$ cat src/rtl/vic_wb_buffer.sv
// Writeback buffer behind the victim cache: dirty evictions queue in a circular FIFO
// and drain to memory one store at a time. Buffered lines stay probe-visible for miss forwarding.
module vic_wb_buffer #(
    parameter int DEPTH        = 4,
    parameter int NUM_SET_BITS = 6,
    parameter int NUM_TAG_BITS = 20,
    localparam int PW = $clog2(DEPTH),
    localparam int CW = PW + 1
) (
    input  logic                    clock,
    input  logic                    reset,
    input  logic                    fired_valid,
    input  logic [NUM_TAG_BITS-1:0] fired_tag,
    input  logic [NUM_SET_BITS-1:0] fired_set,
    input  logic [63:0]             fired_data,
    input  logic                    fired_dirty,
    output logic                    fired_ready,
    output logic                    mem_req_valid,
    output logic [63:0]             mem_addr,
    output logic [63:0]             mem_data,
    input  logic                    mem_req_ready,
    input  logic [NUM_TAG_BITS-1:0] lookup_tag,
    input  logic [NUM_SET_BITS-1:0] lookup_set,
    output logic                    lookup_hit,
    output logic [63:0]             lookup_data,
    output logic [CW-1:0]           count
);
    localparam int AW = NUM_TAG_BITS + NUM_SET_BITS + 3;

    typedef enum logic {IDLE, SEND} state_t;

    logic [NUM_TAG_BITS-1:0] tag_q  [DEPTH];
    logic [NUM_SET_BITS-1:0] set_q  [DEPTH];
    logic [63:0]             data_q [DEPTH];
    logic [PW-1:0]           head, tail;
    logic [CW-1:0]           count_nxt;
    state_t                  state;
    logic                    enq, deq;

    // No bypass when full: a full buffer refuses even if the head drains this cycle.
    assign fired_ready = (count != CW'(DEPTH));
    assign enq         = fired_valid & fired_ready & fired_dirty;
    assign deq         = (state == SEND) & mem_req_ready;
    assign count_nxt   = count + CW'(enq) - CW'(deq);

    always_ff @(posedge clock or negedge reset) begin
        if (!reset) begin
            head          <= '0;
            tail          <= '0;
            count         <= '0;
            state         <= IDLE;
            mem_req_valid <= 1'b0;
        end else begin
            if (enq) tail <= tail + 1'b1;
            if (deq) head <= head + 1'b1;
            count <= count_nxt;
            case (state)
                IDLE: if (count_nxt != '0) begin
                    state         <= SEND;
                    mem_req_valid <= 1'b1;
                end
                SEND: if (count_nxt == '0) begin
                    state         <= IDLE;
                    mem_req_valid <= 1'b0;
                end
                default: begin
                    state         <= IDLE;
                    mem_req_valid <= 1'b0;
                end
            endcase
        end
    end

    // Entry payload needs no reset; occupancy is tracked by head/count alone.
    always_ff @(posedge clock) begin
        if (enq) begin
            tag_q[tail]  <= fired_tag;
            set_q[tail]  <= fired_set;
            data_q[tail] <= fired_data;
        end
    end

    assign mem_addr = (state == SEND) ?
                      {{(64-AW){1'b0}}, tag_q[head], set_q[head], 3'b000} : '0;
    assign mem_data = (state == SEND) ? data_q[head] : '0;

    // Walk oldest to newest so the newest matching entry overwrites older hits.
    always_comb begin
        logic [PW-1:0] idx;
        idx         = '0;
        lookup_hit  = 1'b0;
        lookup_data = '0;
        for (int i = 0; i < DEPTH; i++) begin
            idx = head + PW'(i);
            if (CW'(i) < count && tag_q[idx] == lookup_tag && set_q[idx] == lookup_set) begin
                lookup_hit  = 1'b1;
                lookup_data = data_q[idx];
            end
        end
    end
endmodule

$ cat config.mk
export PLATFORM = sky130hd
export DESIGN_NAME = vic_wb_buffer
export DESIGN_NICKNAME = d
export VERILOG_FILES = /design/src/rtl/vic_wb_buffer.sv
export SDC_FILE = /design/constraint.sdc
export NUM_CORES = 1
export LEC_CHECK = 0
export BUFFER_PORTS_ARGS = -buffer_cell sky130_fd_sc_hd__buf_2
export CAP_MARGIN = 20
export CORE_UTILIZATION = 58
export DETAILED_ROUTE_END_ITERATION = 8
export PLACE_DENSITY = 0.86
export SKIP_CTS_REPAIR_TIMING = 1
export SYNTH_ARGS = -nofsm -noshare
export SYNTH_HDL_FRONTEND = slang
export SYNTH_SLANG_ARGS = --single-unit
$ cat constraint.sdc
create_clock -name clock -period 4.8 [get_ports clock]
set_input_delay 0 -clock clock [delete_from_list [all_inputs] [get_ports clock]]
set_output_delay 0 -clock clock [all_outputs]
set_load 0.01 [all_outputs]
==> results.cfg <==
[run_status]
status = finished clean

[clocking]
cts.sink_count = 369
cts_buffers = 41
cts_buffer_depth = 3
cts.clk_slew.worst_paths_ns = 0.06
clock_latency_ns = 0.57
htree_levels = 2
cts_tree = built
cts-root-buf = clkbuf_16

[placed_design]
io_buffers = 280
dp_hpwl_um = 43750
gp_congestion = 1.038
dp_cells = 2687

[cells_and_area]
final_common_cell = edfxtp_1
drive_gt1_share_pct = 22.44
syn2layout_area_growth_pct = 16.53
final_cell_mix = edfxtp_1, mux2i_1, buf_2
stdcell_count = 2866
final_net_count = 2447

[synth]
netlist.area_leader.share_pct = 46.89
netlist_area_um2 = 23050
postSynthCellCount = 2033
syn_avg_cell_area_um2 = 11.34
ys_warn_count = 0
synth_area_leader_cell = edfxtp_1
synth_edf_count = 360
yosysSeqAreaShare_pct = 47.87
synthFlopType = edfxtp_1
ys_ff_latch = 369
ys_types = 69
synthTopCellsByArea = edfxtp_1, mux2i_1, mux2_2
async_reset_ff_share_pct = 2.439

[global_routing]
grt_pass1_vias = 18070
antenna_found_initial = 3
grt_first_pass_wirelength_um = 103200
grt_use_total_pct = 32.75
grt_max_degree = 166
grt-ovfl-total = 0

[flow_run]
drv_cap = 0

[routing]
drt-initial-drc-count = 1913
routedWlPerCell_um = 24.15
final_antenna_net_count = 0
vias = 18740
routed_via_density = 6.538
routed_wl_um = 69220
dr.pass1.iters = 6
route.detailed.drc = 0

[worst_setup_path]
slowest_delay_ns = 0.74
start_kind = flip-flop
cp-end-kind = output pin
cp.arrival_ns = 4.69
path_buf_inv = 3
cp_top_family = simple AND/OR/NAND/NOR gates
criticalPathCategory = flip-flop to output pin
cp.required_ns = 4.80
crit_path_top_delay_cell = or4_1
cp_max_fo = 57
crit_chain = buf_4 > mux2i_1 > mux2_2 > xnor2_1 > a2111oi_1 > nand3_1 > or4_1 > and2_4 > nor3_4 > buf_12 > a311o_1 > buf_2

[die]
num_rows = 72
die_h_um = 201.4
initial_utilization_pct = 59.24
ios = 319
die_w_um = 201.4
fp.coreArea_um2 = 38920
die_area_um2 = 40550

[power_and_ir_drop]
power_mw = 15.09
p_leak_nw = 10.59
powerDensity_nw_per_um2 = 561.6
peakVddDrop_mv = 0.5021

[sta]
finalWorstPathRequiredPeriod_ns = 4.688
tns_ns = 0
setup_viol = 0
drv_slew = 0
slew_headroom_pct = 30.30
grt_setup_unrepaired = no
finalCritPeriodShare_pct = 97.66
max_clock_freq_ghz = 0.2133
fin_skew_ns = 0.01703
finalHoldViolations = 0
tightest_slew_ns = 1.046

[worst_hold_path]
hold_class = input pin to flip-flop
layout make-up:
cell class / count / area, um2
Antenna cell: 4 / 10.01
Inverter: 21 / 86.33
Clock buffer: 49 / 1077
Timing Repair Buffer: 423 / 2839
Sequential cell: 369 / 11040
Tap cell: 518 / 648.1
Clock inverter: 23 / 206.4
Multi-Input combinational cell: 1459 / 10950
Fill cell: 2731 / 12050
cell families after synthesis:
logic type	count (synthesis)	share of synthesized area, %
fa+ha+maj	11	0.6296
buf+inv	242	5.417
flops	369	47.87
compound gates	408	12.83
xor+xnor	89	3.381
other cells	1	0.01627
mux	427	19.82
simple gates	486	10.05
tightest hold or removal path, cell delays in order:
cell     delay [ns]
buf_2          0.09
and3_1         0.27
xnor2_1        0.17
cells in the mapped netlist, drive strengths merged (3+ instances only):
library cell,count
o32ai,16
a21oi,75
nor3b,5
nor2b,3
buf,113
inv,20
mux2i,315
dfrtp,9
a31oi,36
mux4,13
a22oi,6
nand4,9
nor3,36
a22o,9
mux2,99
nor2,188
a211oi,145
xnor2,66
a221oi,4
a2111oi,11
xor2,23
nand2b,3
a31o,16
nand3,6
o22ai,4
o2111ai,9
and3,37
or3,8
a311o,41
edfxtp,360
and2,64
ha,10
nand2,112
clkbuf,108
o21ai,27
nor4,5
where the power goes:
group | switching [mW] | internal, mW
Clock | 1.28 | 1.76
Sequential | 0.281 | 3.94
Combinational | 4.77 | 3.06
Total | 6.33 | 8.75
flip-flops by register name, summed over array words and instances, names as in the netlist:
register       cells
count              3
data_q           256
head               2
mem_req_valid      1
set_q             24
state              1
tag_q             80
tail               2
final timing paths:
kind,startpoint,to,slack (ns),cells after the start
min in group asynchronous,reset,count[1],0.55,3
worst min register to register,mem_req_valid,mem_req_valid,0.49,2
worst max-delay path,head[1],lookup_data[19],0.11,12
max in group asynchronous,reset,head[1],3.83,3
worst max register to register,state,mem_req_valid,1.45,11
worst min-delay path,fired_dirty,tail[0],0.003,3
per-stage QoR:
stage	worst slack [ns]	instance area, um2	utilization (%)	hold WS, ns
after floorplan	1.179	23190	-	-0.2956
after global placement	0.5271	24520	63.01	-0.1208
after detailed placement	0.4677	24520	63.01	-0.1113
after CTS	-0.1872	25810	66.31	-0.7300
after global routing	0.04194	26860	69.02	0.008035
final	0.1121	26860	69.03	0.002641
metal layers:
metal | GRT usage (%) | vias to the layer above | wire length (um)
met5 | 0 | - | 0
met4 | 16.56 | 0 | 3090
met3 | 6.625 | 245 | 6664
met2 | 53.58 | 1269 | 33160
met1 | 41.34 | 8989 | 26310
li1 | - | 8234 | -
Power figures use the tool's default switching activity.
